**src/rtl/sar_adc_ctrl_if.sv**
```systemverilog
// rtl/sar_adc_ctrl_if.sv - SAR ADC controller signal bundle
//
// Purpose: groups the conversion request, comparator feedback, DAC trial code
// and result signals of the SAR ADC controller.
// Ports (signals):
//   start_i    conversion request          (to controller)
//   abort_i    synchronous abort           (to controller)
//   cmp_i      comparator, 1 = Vin >= Vdac (to controller)
//   dac_code_o trial code to the DAC       (from controller)
//   sample_o   track/hold, 1 = track       (from controller)
//   busy_o     conversion in progress      (from controller)
//   done_o     one-cycle completion pulse  (from controller)
//   result_o   last completed result       (from controller)
// Modports: slave = the controller, master = the driver of requests.

interface sar_adc_ctrl_if #(
    parameter int N = 10
);
    logic         start_i;
    logic         abort_i;
    logic         cmp_i;
    logic [N-1:0] dac_code_o;
    logic         sample_o;
    logic         busy_o;
    logic         done_o;
    logic [N-1:0] result_o;

    modport slave (
        input  start_i, abort_i, cmp_i,
        output dac_code_o, sample_o, busy_o, done_o, result_o
    );

    modport master (
        output start_i, abort_i, cmp_i,
        input  dac_code_o, sample_o, busy_o, done_o, result_o
    );
endinterface

```
**src/rtl/sar_adc_ctrl.sv**
```systemverilog
// rtl/sar_adc_ctrl.sv - successive-approximation ADC controller
//
// Purpose: samples the input for SAMPLE_CYCLES, then resolves N bits MSB
// first, holding each trial code SETTLE_CYCLES before reading the comparator.
// Ports:
//   clk    system clock, rising edge
//   rst_n  asynchronous active-low reset
//   bus    sar_adc_ctrl_if.slave: start_i/abort_i/cmp_i in,
//          dac_code_o/sample_o/busy_o/done_o/result_o out (all registered)

module sar_adc_ctrl #(
    parameter int N             = 10,
    parameter int SAMPLE_CYCLES = 2,
    parameter int SETTLE_CYCLES = 2
) (
    input  logic           clk,
    input  logic           rst_n,
    sar_adc_ctrl_if.slave  bus
);
    localparam int MAXC = (SAMPLE_CYCLES > SETTLE_CYCLES) ? SAMPLE_CYCLES : SETTLE_CYCLES;
    localparam int CW   = $clog2(MAXC + 1);
    localparam int BW   = (N > 1) ? $clog2(N) : 1;

    localparam logic [CW-1:0] SAMP_LAST = CW'(SAMPLE_CYCLES - 1);
    localparam logic [CW-1:0] SETL_LAST = CW'(SETTLE_CYCLES - 1);
    localparam logic [BW-1:0] IDX_MSB   = BW'(N - 1);
    localparam logic [N-1:0]  CODE_MSB  = {1'b1, {(N-1){1'b0}}};

    typedef enum logic [1:0] {
        IDLE,
        SAMPLE,
        CONVERT
    } state_t;

    state_t         r_state;
    logic [CW-1:0]  r_cnt;
    logic [BW-1:0]  r_idx;
    logic [N-1:0]   r_code;
    logic           r_sample;
    logic           r_busy;
    logic           r_done;
    logic [N-1:0]   r_result;

    logic [N-1:0]   w_next_code;

    // Code after the current decision: the bit under test keeps the comparator
    // verdict and the next lower bit becomes the new trial bit.
    always_comb begin
        w_next_code          = r_code;
        w_next_code[r_idx]   = bus.cmp_i;
        if (r_idx != '0) begin
            w_next_code[r_idx - 1'b1] = 1'b1;
        end
    end

    always_ff @(posedge clk or negedge rst_n) begin
        if (!rst_n) begin
            r_state  <= IDLE;
            r_cnt    <= '0;
            r_idx    <= '0;
            r_code   <= '0;
            r_sample <= 1'b0;
            r_busy   <= 1'b0;
            r_done   <= 1'b0;
            r_result <= '0;
        end else begin
            r_done <= 1'b0;
            case (r_state)
                IDLE: begin
                    if (bus.start_i && !bus.abort_i) begin
                        r_state  <= SAMPLE;
                        r_cnt    <= '0;
                        r_sample <= 1'b1;
                        r_busy   <= 1'b1;
                        r_code   <= '0;
                    end
                end

                SAMPLE: begin
                    if (bus.abort_i) begin
                        r_state  <= IDLE;
                        r_cnt    <= '0;
                        r_sample <= 1'b0;
                        r_busy   <= 1'b0;
                        r_code   <= '0;
                    end else if (r_cnt == SAMP_LAST) begin
                        r_state  <= CONVERT;
                        r_cnt    <= '0;
                        r_sample <= 1'b0;
                        r_idx    <= IDX_MSB;
                        r_code   <= CODE_MSB;
                    end else begin
                        r_cnt <= r_cnt + 1'b1;
                    end
                end

                CONVERT: begin
                    if (bus.abort_i) begin
                        r_state <= IDLE;
                        r_cnt   <= '0;
                        r_idx   <= '0;
                        r_busy  <= 1'b0;
                        r_code  <= '0;
                    end else if (r_cnt == SETL_LAST) begin
                        r_cnt  <= '0;
                        r_code <= w_next_code;
                        if (r_idx == '0) begin
                            // LSB decided: the code is final and stays on the DAC.
                            r_state  <= IDLE;
                            r_result <= w_next_code;
                            r_done   <= 1'b1;
                            r_busy   <= 1'b0;
                        end else begin
                            r_idx <= r_idx - 1'b1;
                        end
                    end else begin
                        r_cnt <= r_cnt + 1'b1;
                    end
                end

                default: begin
                    r_state  <= IDLE;
                    r_cnt    <= '0;
                    r_sample <= 1'b0;
                    r_busy   <= 1'b0;
                    r_code   <= '0;
                end
            endcase
        end
    end

    assign bus.dac_code_o = r_code;
    assign bus.sample_o   = r_sample;
    assign bus.busy_o     = r_busy;
    assign bus.done_o     = r_done;
    assign bus.result_o   = r_result;

endmodule

```
**src/flat_wrapper.sv**
```systemverilog
// flat-port wrapper written by rule: the top's interface ports become plain ports
module sar_adc_ctrl_flat 
#(
    parameter int N             = 10,
    parameter int SAMPLE_CYCLES = 2,
    parameter int SETTLE_CYCLES = 2
)
  (clk, rst_n, bus_start_i, bus_abort_i, bus_cmp_i, bus_dac_code_o, bus_sample_o, bus_busy_o, bus_done_o, bus_result_o);
  sar_adc_ctrl_if #(.N(N)) bus_i ();
  input  logic clk;
  input  logic rst_n;
  input wire logic [$bits(bus_i.start_i)-1:0] bus_start_i;
  input wire logic [$bits(bus_i.abort_i)-1:0] bus_abort_i;
  input wire logic [$bits(bus_i.cmp_i)-1:0] bus_cmp_i;
  output wire logic [$bits(bus_i.dac_code_o)-1:0] bus_dac_code_o;
  output wire logic [$bits(bus_i.sample_o)-1:0] bus_sample_o;
  output wire logic [$bits(bus_i.busy_o)-1:0] bus_busy_o;
  output wire logic [$bits(bus_i.done_o)-1:0] bus_done_o;
  output wire logic [$bits(bus_i.result_o)-1:0] bus_result_o;
  assign bus_i.start_i = bus_start_i;
  assign bus_i.abort_i = bus_abort_i;
  assign bus_i.cmp_i = bus_cmp_i;
  assign bus_dac_code_o = bus_i.dac_code_o;
  assign bus_sample_o = bus_i.sample_o;
  assign bus_busy_o = bus_i.busy_o;
  assign bus_done_o = bus_i.done_o;
  assign bus_result_o = bus_i.result_o;
  sar_adc_ctrl #(.N(N), .SAMPLE_CYCLES(SAMPLE_CYCLES), .SETTLE_CYCLES(SETTLE_CYCLES)) u_core (.clk(clk), .rst_n(rst_n), .bus(bus_i));
endmodule
```
**config.mk**
```make
export PLATFORM = sky130hd
export DESIGN_NAME = sar_adc_ctrl_flat
export DESIGN_NICKNAME = d
export VERILOG_FILES = /design/src/rtl/sar_adc_ctrl_if.sv /design/src/rtl/sar_adc_ctrl.sv /design/src/flat_wrapper.sv
export SDC_FILE = /design/constraint.sdc
export NUM_CORES = 1
export LEC_CHECK = 0
export BUFFER_PORTS_ARGS = -buffer_cell sky130_fd_sc_hd__buf_2
export CORE_MARGIN = 1.5
export CORE_UTILIZATION = 59
export CTS_BUF_LIST = sky130_fd_sc_hd__clkbuf_8
export CTS_CLUSTER_SIZE = 24
export DETAILED_ROUTE_END_ITERATION = 16
export GPL_TIMING_DRIVEN = 0
export PLACE_DENSITY = 0.82
export SETUP_SLACK_MARGIN = 0.1
export SLEW_MARGIN = 20
export SYNTH_ARGS = -nofsm -noshare
export SYNTH_HDL_FRONTEND = slang
export SYNTH_SLANG_ARGS = --single-unit
```
**constraint.sdc**
```tcl
create_clock -name clk -period 3.2 [get_ports clk]
set_input_delay 0.16 -clock clk [delete_from_list [all_inputs] [get_ports clk]]
set_output_delay 0.16 -clock clk [all_outputs]
set_load 0.02 [all_outputs]
```
==> results.py <==
metrics = {
    "status": {
        "status": "complete, no violations",
    },
    "setup_path": {
        "worst_setup_path_end_kind": "flop",
        "cp_max_fo": 12,
        "r2r_start": "u_core.r_idx[0]",
        "reg2reg_depth": 8,
        "arrival_ns": 2.68,
        "r2r_slack_ns": 0.68,
        "start_kind": "flop",
        "reg2reg_to": "u_core.bus.result_o[4]",
        "worstPathRequired_ns": 3.36,
        "crit_type": "reg -> reg",
    },
    "routing": {
        "routedWlPerCell_um": 15.21,
        "drc": 0,
        "drt-pass1-iter-count": 4,
        "via_per_inst": 5.755,
        "vias": 1594,
        "antenna_left": 0,
        "wl_um": 4212,
        "drt_iter0_markers": 76,
    },
    "clock_tree": {
        "clock_path_buffers": 2,
        "path_clk_slew_ns": 0.06,
        "cts_tree": "done",
        "cts-root-buf": "clkbuf_8",
        "cts.sinks": 31,
        "cts_max_level": 2,
        "clkLatencyLatePin_ns": 0.28,
        "cts-buffers-inserted": 5,
    },
    "cells_and_area": {
        "multi_input_area_um2": 988.4,
        "layout.area.seq_um2": 775.7,
        "antennaDiodeCount": 0,
        "drive_above_1_share": 0.2060,
        "nets": 248,
        "fill_cells": 253,
        "area_growth_pct": 15.11,
    },
    "die": {
        "initial_core_util": 0.6182,
        "die_w_um": 59.33,
        "num_rows": 20,
        "die-area_um2": 3519,
        "io_pins": 28,
        "die-height_um": 59.33,
        "core_region_area_um2": 3028,
    },
    "global_routing": {
        "grt_max_degree": 32,
        "track_usage": 0.2738,
        "antenna_found_initial": 0,
        "grt_pass1_wl_um": 7134,
        "grt-ovfl-total": 0,
        "grt_pass1_vias": 1497,
    },
    "logic_synthesis": {
        "synth_edf_count": 0,
        "syn-cell-area_um2": 1872,
        "ys_types": 54,
        "async_reset_ff_frac": 1.000,
        "seq_area_frac_synth": 0.4144,
        "synth_area_per_cell_um2": 9.406,
        "synth-seq-cells": 31,
        "ys.warnings.count": 0,
        "syn_nets": 214,
        "synth_cells": 199,
        "ys.flop_type": "dfrtp_1",
    },
    "sta": {
        "fmax_mhz": 397.1,
        "clock-skew-final_ns": 0.006302,
        "setup_viol": 0,
        "rsz0062_at_grt": "no",
        "finalCritPeriodShare": 0.7869,
        "finalSetupTns_ns": 0,
        "finalMaxSlewViolations": 0,
        "holdWs_ns": 0.3979,
        "slew_headroom": 0.5525,
        "finalHoldViolations": 0,
        "period_needed_ns": 2.518,
        "worst_slew_pin_slew_ns": 0.6713,
    },
    "worst_hold_path": {
        "hold_path_class": "in -> reg",
        "worstHoldEndpoint": "u_core.r_cnt[1]",
        "hp-start": "bus_start_i",
        "hold_depth": 4,
    },
    "run": {
        "maxCapViolCount": 0,
    },
    "place": {
        "io_buffers": 26,
        "dp_hpwl_um": 2959,
        "globalplace.congestion": 0.8953,
    },
    "power": {
        "powerDensity_nw_per_um2": 767.3,
        "cellLeakagePower_nw": 1.016,
        "peakVddDrop_mv": 0.6077,
    },
}
==> cell usage after synthesis, drive strengths merged, types with 3 or more instances <==
master,instances,area [µm²]
a21oi,7,38.79
inv,11,41.29
nand3b,3,22.52
ha,10,125.1
buf,4,35.03
or3,3,18.77
nand3,3,15.01
clkbuf,7,26.28
nor2b,7,43.79
o22ai,3,18.77
nand2,17,63.81
nor3,4,20.02
mux2,10,112.6
dfrtp,31,775.7
o21ai,17,92.59
nand2b,5,31.28
nor2,17,63.81
==> layout by cell type, fill, tap and decap left out, drive strengths merged, types with 2 or more instances in the layout <==
cell type  netlist  layout
nand3            3       3
nand2b           5       5
inv             11      11
nand3b           3       3
nor3b            2       2
a22oi            2       2
clkbuf           7      13
o21bai           2       2
dfrtp           31      31
nand2           17      17
buf              4      30
mux2i            2       2
a22o             2       2
nor3             4       4
and3b            2       2
a221oi           2       2
a21boi           2       2
nor2            17      17
o21a             2       2
or3              3       3
ha              10      10
nor2b            7       7
mux2            10      10
o21ai           17      17
o22ai            3       3
and2             2       2
clkinv           1       2
a21oi            7       7
==> per-stage QoR <==
stage                     cells  power (W)    util  area (µm²)  setup WS, ns
after floorplan             199   0.001150       -        1872        0.9537
after global placement      269   0.001325  0.6793        2057        0.7422
after detailed placement    269   0.001339  0.6793        2057        0.7431
after CTS                   277   0.001657  0.7116        2155        0.7135
after global routing        277   0.001782  0.7116        2155        0.6058
final                       277   0.001653  0.7116        2155        0.6818
==> cell families after synthesis <==
kind of cell,count (synthesis),share of synthesized area
AO/OA/AOI/OAI,52,0.1912
adder cells (fa/ha/maj),10,0.06684
buffers and inverters,23,0.05748
flip-flops,31,0.4144
multiplexers,12,0.07085
AND/OR/NAND/NOR,71,0.1992
==> critical path: stages, from the launching register on <==
cell and delay [ns]:
dfrtp_1 0.51, inv_1 0.16, ha_1 0.15, buf_4 0.16
or3b_4 0.42, or3_1 0.37, buf_2 0.19, clkinv_2 0.10
mux2_1 0.32
==> worst max path at each step <==
stage	startpoint	to	slack, ns
after detailed placement	u_core.r_idx[0]	u_core.bus.result_o[4]	0.74
after global placement	u_core.r_idx[0]	u_core.bus.result_o[6]	0.74
after global routing	u_core.r_idx[0]	u_core.bus.result_o[4]	0.61
after CTS	u_core.r_idx[0]	u_core.bus.result_o[4]	0.71
after floorplan	u_core.r_idx[0]	u_core.bus.result_o[4]	0.95
final	u_core.r_idx[0]	u_core.bus.result_o[4]	0.68
==> sequential cells by signal (all words and copies together) (netlist names) <==
signal	count
u_core.bus.busy_o	1
u_core.bus.dac_code_o	10
u_core.bus.done_o	1
u_core.bus.result_o	10
u_core.bus.sample_o	1
u_core.r_cnt	2
u_core.r_idx	4
u_core.r_state	2
==> repair_timing <==
item / 4_1_cts / 5_1_grt
gates resized for setup: 0 / 0
setup buffers: 0 / 0
hold buffers: 1 / 0
hold endpoints to repair: 31 / 0
==> area by class of cell <==
| cell class | instances | area share |
|---|---|---|
| clock inverter | 1 | 0.002323 |
| sequential | 31 | 0.3600 |
| timing repair buffer | 27 | 0.06504 |
| tap | 44 | 0.02555 |
| clock buffer | 6 | 0.03833 |
| buffer | 11 | 0.02846 |
| inverter | 12 | 0.02149 |
| multi-input combinational | 145 | 0.4588 |
==> per-layer routing <==
layer / GRT usage / vias up / share of wire
li1: - / 778 / -
met1: 0.3769 / 763 / 0.46
met2: 0.4144 / 42 / 0.46
met3: 0.05895 / 11 / 0.050
met4: 0.1201 / 0 / 0.021
met5: 0 / - / 0
==> power breakdown <==
part | switching (W) | internal [W]
combinational | 0.000496 | 0.000343
sequential | 0.0000504 | 0.000455
clock | 0.000141 | 0.000168
total | 0.000687 | 0.000966
No activity file was read; power rests on OpenSTA's default activity.
